[config.mk]
export PLATFORM = sky130hd
export DESIGN_NAME = cmp_seq_ctrl_flat
export DESIGN_NICKNAME = d
export VERILOG_FILES = /design/src/rtl/cmp_seq_ctrl_pkg.sv /design/src/rtl/cmp_seq_ctrl_if.sv /design/src/rtl/cmp_seq_ctrl_nibble_cmp.sv /design/src/rtl/cmp_seq_ctrl.sv /design/src/flat_wrapper.sv
export SDC_FILE = /design/constraint.sdc
export NUM_CORES = 1
export LEC_CHECK = 0
export ABC_CLOCK_PERIOD_IN_PS = 2770
export BUFFER_PORTS_ARGS = -buffer_cell sky130_fd_sc_hd__buf_2
export CORE_ASPECT_RATIO = 1.5
export CORE_MARGIN = 5
export CORE_UTILIZATION = 48
export DETAILED_ROUTE_END_ITERATION = 6
export GPL_ROUTABILITY_DRIVEN = 1
export PLACE_DENSITY_LB_ADDON = 0.12
export RECOVER_POWER = 25
export SLEW_MARGIN = 20
export SYNTH_ARGS = -nofsm -noshare
export SYNTH_HDL_FRONTEND = slang
export SYNTH_SLANG_ARGS = --single-unit
[constraint.sdc]
create_clock -name clk -period 2.77 [get_ports clk]
set_input_delay 0.831 -clock clk [delete_from_list [all_inputs] [get_ports clk]]
set_output_delay 0.831 -clock clk [all_outputs]
set_load 0.05 [all_outputs]
[src/rtl/cmp_seq_ctrl_pkg.sv]
// Shared constants for the nibble-serial compare controller:
// condition encodings, FSM states and the cascade slice width.
package cmp_pkg;

    localparam int SLICE_W = 4;

    localparam logic [2:0] COND_EQ     = 3'd0;
    localparam logic [2:0] COND_NE     = 3'd1;
    localparam logic [2:0] COND_LT     = 3'd2;
    localparam logic [2:0] COND_GE     = 3'd3;
    localparam logic [2:0] COND_GT     = 3'd4;
    localparam logic [2:0] COND_LE     = 3'd5;
    localparam logic [2:0] COND_ALWAYS = 3'd6;
    localparam logic [2:0] COND_NEVER  = 3'd7;

    typedef enum logic [1:0] {
        ST_IDLE = 2'd0,
        ST_RUN  = 2'd1,
        ST_DONE = 2'd2
    } state_t;

    function automatic logic cond_eval(input logic [2:0] cond,
                                       input logic lt, input logic eq, input logic gt);
        logic r;
        r = 1'b0;
        case (cond)
            COND_EQ:     r = eq;
            COND_NE:     r = ~eq;
            COND_LT:     r = lt;
            COND_GE:     r = ~lt;
            COND_GT:     r = gt;
            COND_LE:     r = ~gt;
            COND_ALWAYS: r = 1'b1;
            default:     r = 1'b0;
        endcase
        return r;
    endfunction

endpackage

[src/rtl/cmp_seq_ctrl_if.sv]
// Request/response bundle between a requester (master) and the compare controller (slave).
interface cmp_seq_ctrl_if #(parameter int WIDTH = 16);
    logic             req_valid;
    logic             req_ready;
    logic [WIDTH-1:0] op_a;
    logic [WIDTH-1:0] op_b;
    logic             is_signed;
    logic [2:0]       cond;
    logic             flush;
    logic             resp_valid;
    logic             resp_ready;
    logic             lt;
    logic             eq;
    logic             gt;
    logic             taken;
    logic             busy;

    modport master (
        output req_valid, op_a, op_b, is_signed, cond, flush, resp_ready,
        input  req_ready, resp_valid, lt, eq, gt, taken, busy
    );

    modport slave (
        input  req_valid, op_a, op_b, is_signed, cond, flush, resp_ready,
        output req_ready, resp_valid, lt, eq, gt, taken, busy
    );
endinterface

[src/rtl/cmp_seq_ctrl_nibble_cmp.sv]
// Combinational 4-bit magnitude-compare cascade slice; a differing nibble
// decides lt/gt, an equal nibble passes the lower-order result through.
import cmp_pkg::*;

module nibble_cmp (
    input  logic [SLICE_W-1:0] a_i,
    input  logic [SLICE_W-1:0] b_i,
    input  logic               lt_i,
    input  logic               eq_i,
    input  logic               gt_i,
    output logic               lt_o,
    output logic               eq_o,
    output logic               gt_o
);
    always_comb begin
        lt_o = lt_i;
        eq_o = eq_i;
        gt_o = gt_i;
        if (a_i < b_i) begin
            lt_o = 1'b1;
            eq_o = 1'b0;
            gt_o = 1'b0;
        end else if (a_i > b_i) begin
            lt_o = 1'b0;
            eq_o = 1'b0;
            gt_o = 1'b1;
        end
    end
endmodule

[src/rtl/cmp_seq_ctrl.sv]
// Sequential comparator: walks the operands one nibble per cycle LSB-first
// through a single cascade slice, then holds the result until consumed.
import cmp_pkg::*;

module cmp_seq_ctrl #(
    parameter int WIDTH = 16
) (
    input  logic         clk,
    input  logic         rst_n,
    cmp_seq_ctrl_if.slave bus
);
    localparam int NSLICE = WIDTH / SLICE_W;
    localparam int IW     = $clog2(NSLICE);
    localparam logic [IW-1:0] LAST = IW'(NSLICE - 1);

    state_t           state_q, state_d;
    logic [IW-1:0]    idx_q, idx_d;
    logic [WIDTH-1:0] a_q, a_d, b_q, b_d;
    logic [2:0]       cond_q, cond_d;
    logic             lt_q, lt_d, eq_q, eq_d, gt_q, gt_d;
    logic             s_lt, s_eq, s_gt;
    logic             accept;

    assign bus.req_ready  = (state_q == ST_IDLE) && !bus.flush;
    assign accept         = bus.req_valid && bus.req_ready;
    assign bus.busy       = (state_q != ST_IDLE);
    assign bus.resp_valid = (state_q == ST_DONE);
    assign bus.lt         = lt_q;
    assign bus.eq         = eq_q;
    assign bus.gt         = gt_q;
    assign bus.taken      = cond_eval(cond_q, lt_q, eq_q, gt_q);

    nibble_cmp u_slice (
        .a_i  (a_q[idx_q*SLICE_W +: SLICE_W]),
        .b_i  (b_q[idx_q*SLICE_W +: SLICE_W]),
        .lt_i (lt_q),
        .eq_i (eq_q),
        .gt_i (gt_q),
        .lt_o (s_lt),
        .eq_o (s_eq),
        .gt_o (s_gt)
    );

    always_comb begin
        state_d = state_q;
        idx_d   = idx_q;
        a_d     = a_q;
        b_d     = b_q;
        cond_d  = cond_q;
        lt_d    = lt_q;
        eq_d    = eq_q;
        gt_d    = gt_q;
        case (state_q)
            ST_IDLE: begin
                if (accept) begin
                    // Flipping the sign bit maps two's-complement order onto unsigned order.
                    a_d     = bus.op_a ^ {bus.is_signed, {(WIDTH-1){1'b0}}};
                    b_d     = bus.op_b ^ {bus.is_signed, {(WIDTH-1){1'b0}}};
                    cond_d  = bus.cond;
                    lt_d    = 1'b0;
                    eq_d    = 1'b1;
                    gt_d    = 1'b0;
                    idx_d   = '0;
                    state_d = ST_RUN;
                end
            end
            ST_RUN: begin
                if (bus.flush) begin
                    state_d = ST_IDLE;
                end else begin
                    lt_d = s_lt;
                    eq_d = s_eq;
                    gt_d = s_gt;
                    if (idx_q == LAST) state_d = ST_DONE;
                    else               idx_d   = idx_q + 1'b1;
                end
            end
            ST_DONE: begin
                if (bus.flush || bus.resp_ready) state_d = ST_IDLE;
            end
            default: state_d = ST_IDLE;
        endcase
    end

    always_ff @(posedge clk) begin
        if (!rst_n) begin
            state_q <= ST_IDLE;
            idx_q   <= '0;
            lt_q    <= 1'b0;
            eq_q    <= 1'b1;
            gt_q    <= 1'b0;
            cond_q  <= COND_EQ;
        end else begin
            state_q <= state_d;
            idx_q   <= idx_d;
            lt_q    <= lt_d;
            eq_q    <= eq_d;
            gt_q    <= gt_d;
            cond_q  <= cond_d;
        end
    end

    // Operand latches carry no reset; they are only read after an accept.
    always_ff @(posedge clk) begin
        a_q <= a_d;
        b_q <= b_d;
    end
endmodule

[src/flat_wrapper.sv]
// flat-port wrapper written by rule: the top's interface ports become plain ports
module cmp_seq_ctrl_flat 
#(
    parameter int WIDTH = 16
)
  (clk, rst_n, bus_req_valid, bus_op_a, bus_op_b, bus_is_signed, bus_cond, bus_flush, bus_resp_ready, bus_req_ready, bus_resp_valid, bus_lt, bus_eq, bus_gt, bus_taken, bus_busy);
  cmp_seq_ctrl_if #(.WIDTH(WIDTH)) bus_i ();
  input  logic clk;
  input  logic rst_n;
  input wire logic [$bits(bus_i.req_valid)-1:0] bus_req_valid;
  input wire logic [$bits(bus_i.op_a)-1:0] bus_op_a;
  input wire logic [$bits(bus_i.op_b)-1:0] bus_op_b;
  input wire logic [$bits(bus_i.is_signed)-1:0] bus_is_signed;
  input wire logic [$bits(bus_i.cond)-1:0] bus_cond;
  input wire logic [$bits(bus_i.flush)-1:0] bus_flush;
  input wire logic [$bits(bus_i.resp_ready)-1:0] bus_resp_ready;
  output wire logic [$bits(bus_i.req_ready)-1:0] bus_req_ready;
  output wire logic [$bits(bus_i.resp_valid)-1:0] bus_resp_valid;
  output wire logic [$bits(bus_i.lt)-1:0] bus_lt;
  output wire logic [$bits(bus_i.eq)-1:0] bus_eq;
  output wire logic [$bits(bus_i.gt)-1:0] bus_gt;
  output wire logic [$bits(bus_i.taken)-1:0] bus_taken;
  output wire logic [$bits(bus_i.busy)-1:0] bus_busy;
  assign bus_i.req_valid = bus_req_valid;
  assign bus_i.op_a = bus_op_a;
  assign bus_i.op_b = bus_op_b;
  assign bus_i.is_signed = bus_is_signed;
  assign bus_i.cond = bus_cond;
  assign bus_i.flush = bus_flush;
  assign bus_i.resp_ready = bus_resp_ready;
  assign bus_req_ready = bus_i.req_ready;
  assign bus_resp_valid = bus_i.resp_valid;
  assign bus_lt = bus_i.lt;
  assign bus_eq = bus_i.eq;
  assign bus_gt = bus_i.gt;
  assign bus_taken = bus_i.taken;
  assign bus_busy = bus_i.busy;
  cmp_seq_ctrl #(.WIDTH(WIDTH)) u_core (.clk(clk), .rst_n(rst_n), .bus(bus_i));
endmodule
Word level (Yosys, flattened, before mapping)
Index checks and enable logic that the tools add are counted.

word-level totals
  output and inout bits = 7
  latch bits = 0
  word-level logic and storage cells = 68
  bits in writable memories = 0
  memories = 0
  ROM bits = 0
  register bits after elaboration = 42
  bits of input ports = 41

cells by class
  equal/unequal tests = 15
  bitwise logic cells = 5
  shift operators = 2
  magnitude comparators = 2
  reductions and logical operators = 12
  multiplexer cells = 23
  div/mod/pow operators = 0
  add/subtract/negate cells = 1
  multipliers = 0

operator list
  kind                                                 count
  variable part select 16 x 5 -> 4 bit                 2
  XOR 16 bit                                           2
  two-way mux 2 bit                                    7
  two-way mux 1 bit                                    10
  equality test 3 bit, second input constant           3
  AND reduction 4 bit                                  2
  case mux 1 bit (7 select lines)                      1
  equality test 3 x 2 -> 1 bit, second input constant  2
  case mux 1 bit (2 select lines)                      3
  case mux 2 bit (3 select lines)                      1
  equality test 2 bit, second input constant           2
  > comparator 4 bit                                   1
  less-than comparator 4 bit                           1
  != test 2 x 1 -> 1 bit, second input constant        2
  != test 2 bit, second input constant                 2
  case mux 2 bit (2 select lines)                      1
  nonzero test 2 bit                                   2
  equality test 3 x 1 -> 1 bit, second input constant  1
  logical NOT 3 bit                                    1
  != test 3 x 2 -> 1 bit, second input constant        1
  != test 3 bit, second input constant                 1
  NOT 1 bit                                            3
  AND reduction 3 bit                                  1
  adder 2 x 1 -> 2 bit, second input constant          1
  other kinds (6)                                      7

Logic depth before layout (Yosys ltp)
Gate-level depths: netlist (run 1).

  depth after elaboration = 6
  gate-level depth with buffers = 8
  gate-level depth less buffers = 7

Cells and area by module
Synthesis (run 1) repeated with hierarchy kept, for this count alone.

unflattened totals
  cell total of the unflattened synthesis = 110
  area, all modules = 1788.0 µm²

by module, submodules not included
  module        times used  cells each  sequential area each (µm²)  area an instance (µm²)
  cmp_seq_ctrl  1           93          1161.1                      1661.6
  nibble_cmp    1           17          0.0                         126.4

Worst setup path after synthesis (run 1)
No wires, ideal clock.

  kind = input port to flip-flop
  from = input port bus_flush
  to = register u_core.cond_q[0]
  buffers on the path = 1
  cell stages on the path = 5
  path slack = -99 ps
  arrival = 2749 ps
  cells stage by stage = nor3_1 -> and2_1 -> buf_4 -> mux2i_1 -> nor2_1

between the ends
  longest elaborated chain between the ends = 4

RTL lines
  item                           line                source
  from (decl)                    flat_wrapper.sv:15  input wire logic [$bits(bus_i.flush)-1:0] bus_flush;
  logical NOT 1 bit              cmp_seq_ctrl.sv:24  assign bus.req_ready = (state_q == ST_IDLE) && !bus.flush;
  logical AND 1 bit              cmp_seq_ctrl.sv:24
  logical AND 1 bit              cmp_seq_ctrl.sv:25  assign accept = bus.req_valid && bus.req_ready;
  AND reduction 2 bit (no line)  n/a
  to (signal assigned)           cmp_seq_ctrl.sv:99  cond_q <= cond_d;
  to (decl)                      cmp_seq_ctrl.sv:19  logic [2:0] cond_q, cond_d;

Every way passes these cells.
A chain may end at the register's enable or synchronous reset.

Worst setup path in the final report (run 1)
  from = register u_core.idx_q[0]
  to = register u_core.lt_q (netlist: u_core.bus.lt)

between the ends
  longest elaborated chain between the ends = 5

RTL lines
  item                                                            line                                    source
  from (decl)                                                     cmp_seq_ctrl.sv:17                      logic [IW-1:0] idx_q, idx_d;
  from (signal assigned)                                          cmp_seq_ctrl.sv:95                      idx_q <= idx_d;
  variable part select 16 x 5 -> 4 bit, on equally long branches  cmp_seq_ctrl.sv:34, cmp_seq_ctrl.sv:35
  less-than comparator 4 bit                                      cmp_seq_ctrl_nibble_cmp.sv:19           if (a_i < b_i) begin
  two-way mux 1 bit                                               cmp_seq_ctrl_nibble_cmp.sv:19
  two-way mux 1 bit                                               cmp_seq_ctrl.sv:68                      if (bus.flush) begin
  case mux 1 bit (2 select lines)                                 cmp_seq_ctrl.sv:53                      case (state_q)
  to (signal assigned)                                            cmp_seq_ctrl.sv:96                      lt_q <= lt_d;
  to (decl)                                                       cmp_seq_ctrl.sv:20                      logic lt_q, lt_d, eq_q, eq_d, gt_q, gt_d;

Parallel ways exist; a longest one is shown, timed or not. The select of a mux whose other input is x is not followed.

==> results of run 1 <==
==> final cells by class <==
cell class	count	area, sq um	area share
inverter	7	26.3	0.0122
multi-input combinational	60	548	0.255
sequential	42	1160	0.540
clock buffer	6	72.6	0.0338
tap	43	53.8	0.0250
timing repair buffer	49	250	0.116
clock inverter	2	37.5	0.0175
==> worst max path at each step <==
stage	startpoint	to	cells past startpoint
global route	u_core.idx_q[0]$_SDFFE_PN0P_	u_core.bus.eq$_SDFFE_PN1P_	6
floorplan	u_core.bus.eq$_SDFFE_PN1P_	bus_taken	4
global placement	u_core.idx_q[0]$_SDFFE_PN0P_	u_core.bus.lt$_SDFFE_PN0P_	6
finish	u_core.idx_q[0]$_SDFFE_PN0P_	u_core.bus.lt$_SDFFE_PN0P_	6
CTS	u_core.idx_q[0]$_SDFFE_PN0P_	u_core.bus.lt$_SDFFE_PN0P_	6
detailed placement	u_core.idx_q[0]$_SDFFE_PN0P_	u_core.bus.lt$_SDFFE_PN0P_	6
==> per-stage QoR <==
step | area [sq um] | instances
2_1_floorplan | 1750 | 112
3_3_place_gp | 2040 | 201
3_5_place_dp | 2040 | 201
4_1_cts | 2150 | 209
5_1_grt | 2150 | 209
6_report | 2150 | 209
==> flip-flops by register name, summed over array words and instances, names as in the netlist <==
signal and cells:
u_core.b_q 16, u_core.state_q 2, u_core.cond_q 3, u_core.bus.lt 1, u_core.bus.gt 1, u_core.bus.eq 1
u_core.a_q 16, u_core.idx_q 2
==> power by group <==
part / total (uW) / internal (uW) / switching (uW)
clock: 462 / 269 / 193
combinational: 126 / 55.7 / 70.4
sequential: 718 / 707 / 11.0
total: 1310 / 1030 / 274
==> cell usage after synthesis, types with 2 or more instances <==
master / count
nand2_1: 4
nor2_1: 9
a211oi_1: 2
nand2b_1: 2
mux2i_1: 4
mux4_2: 8
nand4_1: 2
inv_1: 7
ha_1: 5
a21oi_1: 4
edfxtp_1: 32
dfxtp_1: 10
nor2b_1: 4
xor2_1: 3
==> logic make-up (layout without fill, tap and decap cells) <==
family | count (synthesis) | count (layout)
mux | 12 | 12
simple gates | 28 | 28
flops | 42 | 42
buf+inv | 10 | 64
xor+xnor | 3 | 3
fa+ha+maj | 5 | 5
compound gates | 12 | 12
==> critical path: stages, from the launching register on <==
cell	delay [ns]
dfxtp_1	0.71
mux4_2	0.58
ha_1	0.34
a21oi_1	0.21
nor3b_1	0.24
o31a_1	0.19
o32ai_1	0.07
==> layer usage <==
metal / vias up / track usage
li1: 526 / -
met1: 491 / 0.152
met2: 39 / 0.203
met3: 4 / 0.0464
met4: 0 / 0.0495
met5: - / 0
==> impl_metrics.yaml, run 1 <==
final_layout:
  nets: 211
  final_cell_mix: "buf_2, edfxtp_1, dfxtp_1, nor2_1, mux4_2"
  nFillCells: 322
  layout_commonest_cell: "buf_2"
  drive_gt1_frac: 0.416
  syn2layout_area_growth_pct: 23.1
  final_util: 0.600
  antennaDiodeCount: 0
timing:
  fin_crit_ns: 2.46
  tns_ns: 0
  rsz0062_at_grt: "no"
  max-slew-margin-rel: 0.595
  fin_hold_ws_ns: 0.471
  drv_slew: 0
  hold_viol_final: 0
  clock.fmax_mhz: 407
  setup_viol: 0
  worst_pin_slew_ns: 0.607
  min_period_over_period: 0.887
  skew_ns: 0.00343
  worst_slack_ns: 0.313
route:
  wl_met2_mm: 1.48
  topRoutingLayerUsed: "met4"
  vias_per_cell: 5.07
  final_antenna_net_count: 0
  num_vias: 1060
  routed_wl_mm: 2.87
  routed-wl-met3_microns: 260
  wl_per_cell_microns: 13.7
  drtIter0Drc: 56
  drc: 0
  wl_met1_mm: 1.10
  firstDrtPassIters: 4
critical_path:
  startpoint_type: "flop"
  r2r-start: "u_core.idx_q[0]$_SDFFE_PN0P_"
  critPathCaptureType: "flop"
  crit_arrival_ns: 2.63
  rr_worst_depth: 6
  path_max_fanout: 11
  regToRegEndpoint: "u_core.bus.lt$_SDFFE_PN0P_"
  crit_type: "reg2reg"
  rrSetupSlack_ns: 0.31
  required_ns: 2.94
min_path:
  worstHoldStart: "u_core.bus.eq$_SDFFE_PN1P_"
  holdPathStages: 2
  hold_path.class: "reg2reg"
  min_delay_worst_endpoint: "u_core.bus.eq$_SDFFE_PN1P_"
clock_tree:
  htreeDepth: 2
  clk_pin_slew_ns: 0.07
  numCtsBuffers: 5
  post_cts_buffers: 0
  cts.sinks: 42
  ctsHoldBuffers: 0
  clock_latency_ns: 0.28
  ctsResizeCount: 0
  cts_tree: "done"
  cts_root_buf: "clkbuf_8"
  clock_path_buffers: 2
grt:
  grt_usage: 0.127
  antenna_found_initial: 0
  grt_pass1_vias: 1089
  grt_pass1_wl_mm: 4.80
  grt_max_degree: 24
  grt-ovfl-total: 0
synthesis:
  synth_top_family_by_area: "multiplexers"
  syn_area_per_cell_sq_um: 15.6
  async_reset_ff_frac: 0
  synthMuxAreaShare: 0.126
  yosysWarnings: 0
  synth_simple_gate_area_frac: 0.0881
  ys_types: 30
  yosys-top-cells-area: "edfxtp_1, dfxtp_1, mux4_2, ha_1, mux2i_1"
  synth_flop_cell: "edfxtp_1"
  synth_fa_ha_area_frac: 0.0358
  synth_top_area_frac: 0.550
  ys_seq_area_frac: 0.665
  syn-cell-area_sq_um: 1750
  synth_compound_area_frac: 0.0458
  synth_edf_count: 32
  yosysTopAreaCell: "edfxtp_1"
  syn_nets: 158
  ys_ff_latch: 42
  synth_cells: 112
  synth_xor_xnor_area_share: 0.0150
floorplan:
  initial_core_util: 0.488
  die_area_sq_um: 4970
  die_height_microns: 83.9
  rows: 27
  ios: 48
  coreArea_sq_um: 3580
  die_w_microns: 59.3
power_and_ir_drop:
  p_total_uw: 1310
  peakVddDrop_mv: 0.580
  pwr_density_cell_nw_per_um2: 607
  p_leak_uw: 0.000862
outcome:
  outcome: "finished clean"
placed_design:
  finalWeightedCongestion: 0.747
  hpwl_mm: 2.25
  dp_slack_ns: 0.299
  port_buffers: 47
job:
  maxCapViolCount: 0
Power figures use the tool's default switching activity.
==> run 2, diff against run 1 <==
--- a/config.mk
+++ b/config.mk
@@ -5,14 +5,15 @@
 export SDC_FILE = /design/constraint.sdc
 export NUM_CORES = 1
 export LEC_CHECK = 0
-export ABC_CLOCK_PERIOD_IN_PS = 2770
+export ABC_AREA = 1
+export ABC_CLOCK_PERIOD_IN_PS = 2950
 export BUFFER_PORTS_ARGS = -buffer_cell sky130_fd_sc_hd__buf_2
 export CORE_ASPECT_RATIO = 1.5
 export CORE_MARGIN = 5
 export CORE_UTILIZATION = 48
 export DETAILED_ROUTE_END_ITERATION = 6
 export GPL_ROUTABILITY_DRIVEN = 1
-export PLACE_DENSITY_LB_ADDON = 0.12
+export PLACE_DENSITY = 0.74
 export RECOVER_POWER = 25
 export SLEW_MARGIN = 20
 export SYNTH_ARGS = -nofsm -noshare
==> constraint.sdc (replaced) <==
create_clock -name clk -period 2.95 [get_ports clk]
set_input_delay 0.885 -clock clk [delete_from_list [all_inputs] [get_ports clk]]
set_output_delay 0.885 -clock clk [all_outputs]
set_load 0.05 [all_outputs]
==> run 2 against run 1 <==
Compared with the run above: combinational power grew 54%; first-iteration DRC count shrank 16%; area after synthesis grew 2.3%; critical path type is now in2out; utilization shrank 0.80 points; final cell count grew 24%; sequential share of layout area shrank 0.28 points.
==> impl_metrics.yaml, run 2 <==
timing:
  skew_ns: 0.00502
  clock.fmax_mhz: 433
  worst_pin_slew_ns: 0.401
  drv_slew: 0
  fin_crit_ns: 2.31
  rsz0062_at_grt: "no"
  min_period_over_period: 0.783
  setup_viol: 0
  tns_ns: 0
  max-slew-margin-rel: 0.731
  hold_viol_final: 0
final_layout:
  antennaDiodeCount: 0
  nets: 261
  final_cell_mix: "buf_2, edfxtp_1, nand2_1, nor2_1, inv_1"
  nFillCells: 334
  fin_cells: 259
  multi_input_area_sq_um: 542
  design_area_sq_um: 2160
  layout_commonest_cell: "buf_2"
  top_regs: "u_core.a_q x16, u_core.b_q x16, u_core.cond_q x3"
  syn2layout_area_growth_pct: 20.9
  seq_area_sq_um: 1160
  drive_gt1_frac: 0.296
synthesis:
  yosysTopAreaCell: "edfxtp_1"
  synth_edf_count: 32
  ys_seq_area_frac: 0.650
  synth_commonest_cells: "edfxtp_1, nand2_1, nor2_1, inv_1"
  syn_area_per_cell_sq_um: 11.0
  synth_most_common_cell: "edfxtp_1"
  yosysWarnings: 0
  yosys-top-cells-area: "edfxtp_1, dfxtp_1, nand2_1, a21oi_1, o21ai_0"
  async_reset_ff_frac: 0
  syn_nets: 209
  syn-cell-area_sq_um: 1790
  ys_types: 23
  ys_ff_latch: 42
  synth_cells: 163
  synth_flop_cell: "edfxtp_1"
  synth_top_area_frac: 0.538
clock_tree:
  cts_root_buf: "clkbuf_8"
  cts_tree: "done"
  clk_pin_slew_ns: 0.07
  cts.sinks: 42
  clock_latency_ns: 0.28
  ctsHoldBuffers: 0
  ctsResizeCount: 0
  htreeDepth: 2
  post_cts_buffers: 0
  numCtsBuffers: 5
  clock_path_buffers: 2
grt:
  grt_pass1_wl_mm: 5.10
  grt_max_degree: 34
  grt_usage: 0.134
  grt_pass1_vias: 1302
  antenna_found_initial: 0
  grt-ovfl-total: 0
power_and_ir_drop:
  peakVddDrop_mv: 0.558
  pwr_density_cell_nw_per_um2: 572
  p_leak_uw: 0.000939
placed_design:
  dp.cells: 251
  placed_area_sq_um: 2070
  hpwl_mm: 2.39
  finalWeightedCongestion: 0.859
  port_buffers: 47
floorplan:
  rows: 27
  die_area_sq_um: 5070
  coreArea_sq_um: 3650
  die_w_microns: 59.8
  initial_core_util: 0.490
  ios: 48
  die_height_microns: 84.7
route:
  wl_per_cell_microns: 12.2
  drtIter0Drc: 47
  routed_wl_mm: 3.16
  drc: 0
  vias_per_cell: 4.93
  firstDrtPassIters: 4
  num_vias: 1276
  final_antenna_net_count: 0
critical_path:
  critPathCaptureType: "output port"
  crit_chain: "buf_2 > nor2_4 > buf_2"
  crit_arrival_ns: 1.43
  startpoint_type: "input port"
  crit_type: "in2out"
  critPathMaxStageDelay_ns: 0.28
  required_ns: 2.07
  path_max_fanout: 3
  critPathMostFrequentCell: "buf_2"
  slowest_stage: "buf_2"
job:
  maxCapViolCount: 0
min_path:
  hold_path.class: "reg2reg"
outcome:
  outcome: "finished clean"
run 2: critical path, delay by kind of cell:
kind | cells | cell delay, ns
buffers and inverters | 2 | 0.41
AND/OR/NAND/NOR | 1 | 0.13
run 2: report_power, final:
part / leakage, uW / switching (uW) / internal (uW)
Sequential: 0.000380 / 11.8 / 670
Clock: 0.0000455 / 170 / 190
Combinational: 0.000513 / 122 / 72.7
run 2: logic make-up (layout without fill, tap and decap cells):
logic type | after synthesis | after routing | share of synthesized area
xor gates and xnor gates | 3 | 3 | 0.0147
and+or+nand+nor | 57 | 57 | 0.141
DFF | 42 | 42 | 0.650
AOI/OAI and AO/OA | 35 | 35 | 0.112
buffers and inverters | 21 | 74 | 0.0469
adders and majority gates | 5 | 5 | 0.0350
run 2: per-layer routing:
layer  up-vias  track usage  routed length (microns)
li1        663            -                        -
met1       570        0.142                     1150
met2        38        0.233                     1710
met3         5       0.0462                      244
met4         0       0.0544                       49
met5         -            0                        0
run 2: path summary, 6_finish.rpt:
kind                                      from                         end  slack [ns]  depth (start not counted)
setup / recovery                     bus_flush               bus_req_ready        0.64                          3
hold / removal      u_core.bus.lt$_SDFFE_PN0P_  u_core.bus.lt$_SDFFE_PN0P_        0.48                          2
setup reg to reg  u_core.idx_q[0]$_SDFFE_PN0P_  u_core.bus.eq$_SDFFE_PN1P_        0.69                         11
hold reg to reg     u_core.bus.lt$_SDFFE_PN0P_  u_core.bus.lt$_SDFFE_PN0P_        0.48                          2
run 2: cell type report:
cell class,instances,area share
clock buffer,8,0.0417
inverter,17,0.0295
multi-input combinational,100,0.251
sequential,42,0.537
tap,43,0.0249
timing repair buffer,49,0.116
run 2: stage by stage:
step                      utilization  power, uW  hold WS (ns)  worst slack, ns
after global routing            0.592       1300         0.520            0.506
final                           0.592       1240         0.480            0.640
after floorplan                     -        828         0.443            0.345
after detailed placement        0.568        890         0.470            0.636
after global placement          0.568        885         0.462            0.660
after CTS                       0.592       1250         0.481            0.635
==> run 3, diff against run 2 <==
--- a/config.mk
+++ b/config.mk
@@ -5,12 +5,12 @@
 export SDC_FILE = /design/constraint.sdc
 export NUM_CORES = 1
 export LEC_CHECK = 0
-export ABC_AREA = 1
-export ABC_CLOCK_PERIOD_IN_PS = 2950
+export ABC_AREA = 0
+export ABC_CLOCK_PERIOD_IN_PS = 1900
 export BUFFER_PORTS_ARGS = -buffer_cell sky130_fd_sc_hd__buf_2
 export CORE_ASPECT_RATIO = 1.5
 export CORE_MARGIN = 5
-export CORE_UTILIZATION = 48
+export CORE_UTILIZATION = 46
 export DETAILED_ROUTE_END_ITERATION = 6
 export GPL_ROUTABILITY_DRIVEN = 1
 export PLACE_DENSITY = 0.74
==> constraint.sdc (replaced) <==
create_clock -name clk -period 1.9 [get_ports clk]
set_input_delay 0.57 -clock clk [delete_from_list [all_inputs] [get_ports clk]]
set_output_delay 0.57 -clock clk [all_outputs]
set_load 0.05 [all_outputs]
==> run 3 against run 2 <==
Compared with the run above: the flow now finishes with violations (negative setup slack); count of clock-buffer cells in the layout is 2 lower; register-to-register slack got worse by 0.80 ns; total power up 50%; cell area up 9.1%; first-iteration DRC count fell by 38%; die area rose by 1.7%; global-route usage is 0.55 points higher; clock skew is 0.0014 ns lower; utilization increased by 4.8 points.
==> impl_metrics.yaml, run 3 (synthesis results as in run 1) <==
timing:
  worst_pin_slew_ns: 0.366
  fin_hold_ws_ns: 0.453
  clock.fmax_mhz: 498
  min_period_over_period: 1.06
  hold_viol_final: 0
  setup_viol: 4
  worst_slack_ns: -0.109
  drv_slew: 0
  skew_ns: 0.00359
  rsz0062_at_grt: "yes"
  max-slew-margin-rel: 0.754
  tns_ns: -0.236
  fin_crit_ns: 2.01
route:
  routed_wl_mm: 3.28
  vias_per_cell: 5.15
  num_vias: 1123
  final_antenna_net_count: 0
  firstDrtPassIters: 4
  drc: 0
  wl_per_cell_microns: 15.1
  drtIter0Drc: 29
final_layout:
  top_regs: "u_core.a_q x16, u_core.b_q x16, u_core.cond_q x3"
  seq_area_sq_um: 1170
  antennaDiodeCount: 0
  layout_commonest_cell: "buf_2"
  nets: 220
  nFillCells: 286
  syn2layout_area_growth_pct: 35.0
  drive_gt1_frac: 0.571
  fin_cells: 218
  final_cell_mix: "buf_2, edfxtp_1, nor2_1, mux4_2, buf_4"
  final_util: 0.640
  multi_input_area_sq_um: 674
power_and_ir_drop:
  p_leak_uw: 0.000931
  power.internal_uw: 1410
  p_sw_frac: 0.238
  pwr_density_cell_nw_per_um2: 784
  clkPwrFrac: 0.301
  peakVddDrop_mv: 0.715
  p_total_uw: 1850
  p_comb_frac: 0.132
  seqPwrFrac: 0.567
  p_sw_uw: 440
clock_tree:
  cts.sinks: 42
  ctsHoldBuffers: 0
  clk_pin_slew_ns: 0.08
  cts_root_buf: "clkbuf_8"
  numCtsBuffers: 5
  htreeDepth: 2
  clock_latency_ns: 0.29
  cts_tree: "done"
  clock_path_buffers: 2
job:
  maxCapViolCount: 0
min_path:
  worstHoldStart: "bus_op_a[0]"
  hold_path.class: "in2reg"
  min_delay_worst_endpoint: "u_core.a_q[0]$_DFFE_PP_"
  holdPathStages: 1
grt:
  grt_max_degree: 26
  grt-ovfl-total: 0
  grt_pass1_wl_mm: 5.31
  grt_pass1_vias: 1225
  grt_usage: 0.140
  antenna_found_initial: 0
outcome:
  violations: "negative setup slack"
  outcome: "complete, but fails checks"
placed_design:
  hpwl_mm: 2.55
  port_buffers: 47
  finalWeightedCongestion: 0.747
  dp.cells: 205
critical_path:
  rrSetupSlack_ns: -0.11
  critPathMaxStageDelay_ns: 0.51
  crit_arrival_ns: 2.20
  path_max_fanout: 6
  required_ns: 2.09
  critPathCaptureType: "flop"
  r2r-start: "u_core.idx_q[0]$_SDFFE_PN0P_"
  critPathLaunch: "u_core.idx_q[0]$_SDFFE_PN0P_"
  rr_worst_depth: 7
  crit_type: "reg2reg"
  slowest_stage: "mux4_2"
  startpoint_type: "flop"
  regToRegEndpoint: "u_core.bus.lt$_SDFFE_PN0P_"
  crit_chain: "buf_6 > mux4_2 > ha_4 > a21oi_4 > nor3b_2 > o31a_1 > o32ai_2"
floorplan:
  rows: 27
  die_area_sq_um: 5160
  initial_core_util: 0.474
  ios: 48
  die_height_microns: 85.5
  coreArea_sq_um: 3680
  die_w_microns: 60.3
[run 3: cell types whose count changed in the layout (fill, tap and decap cells not counted), sizes merged, moves of 3 or more]
cell	before	now
buf	49	58
nor2b	0	4
nand2	34	4
a21oi	13	4
mux2i	0	4
inv	16	7
mux4	0	8
o21ai	14	1
o22ai	4	0
nand3	3	0
nor2	19	10
a32o	4	0
[run 3: metrics by stage]
step	instance area, sq um	worst slack, ns
finish	2360	-0.109
detailed placement	2160	-0.244
CTS	2350	-0.0671
global placement	2160	-0.112
global route	2360	-0.199
floorplan	1840	-0.0145
[run 3: metal layers]
layer,global-route usage,vias to the layer above,share of wire
met2,0.246,39,0.55
met4,0.0464,0,0.015
met3,0.0472,9,0.075
met1,0.151,530,0.36
li1,-,545,-
met5,0,-,0
[run 3: layout make-up]
class / count / area share
Clock buffer: 6 / 0.0308
Clock inverter: 2 / 0.00584
Multi-Input combinational cell: 60 / 0.286
Inverter: 7 / 0.0111
Sequential cell: 42 / 0.497
Tap cell: 43 / 0.0228
Timing Repair Buffer: 58 / 0.146
[run 3: worst max path at each step]
stage                                       to  depth (start not counted)
finish              u_core.bus.lt$_SDFFE_PN0P_                          7
global route        u_core.bus.lt$_SDFFE_PN0P_                          7
CTS                 u_core.bus.lt$_SDFFE_PN0P_                          6
detailed placement  u_core.bus.lt$_SDFFE_PN0P_                          6
global placement    u_core.bus.gt$_SDFFE_PN0P_                          6
floorplan           u_core.bus.gt$_SDFFE_PN0P_                          7
[run 3: critical path, delay by kind of cell, from the launching register on]
family	cells	cell delay, ns
adder cells (fa/ha/maj)	1	0.31
AND/OR/NAND/NOR	1	0.14
flip-flops	1	0.40
buffers and inverters	1	0.10
AO/OA/AOI/OAI	3	0.45
multiplexers	1	0.51
[run 3: timing repair]
item | 4_1_cts | 5_1_grt
pin swaps | 5 | 1
endpoints found under the setup margin | 4 | 5
resized for setup | 17 | 2
buffers inserted | 5 | 0
hold endpoints to repair | 0 | 0
[run 3: power groups by stage]
stage	registers, uW	clock network [uW]	logic, uW
finish	1050	556	244
global placement	1070	0	209
floorplan	1080	0	128
detailed placement	1070	0	219
global route	1050	613	264
CTS	1050	573	243
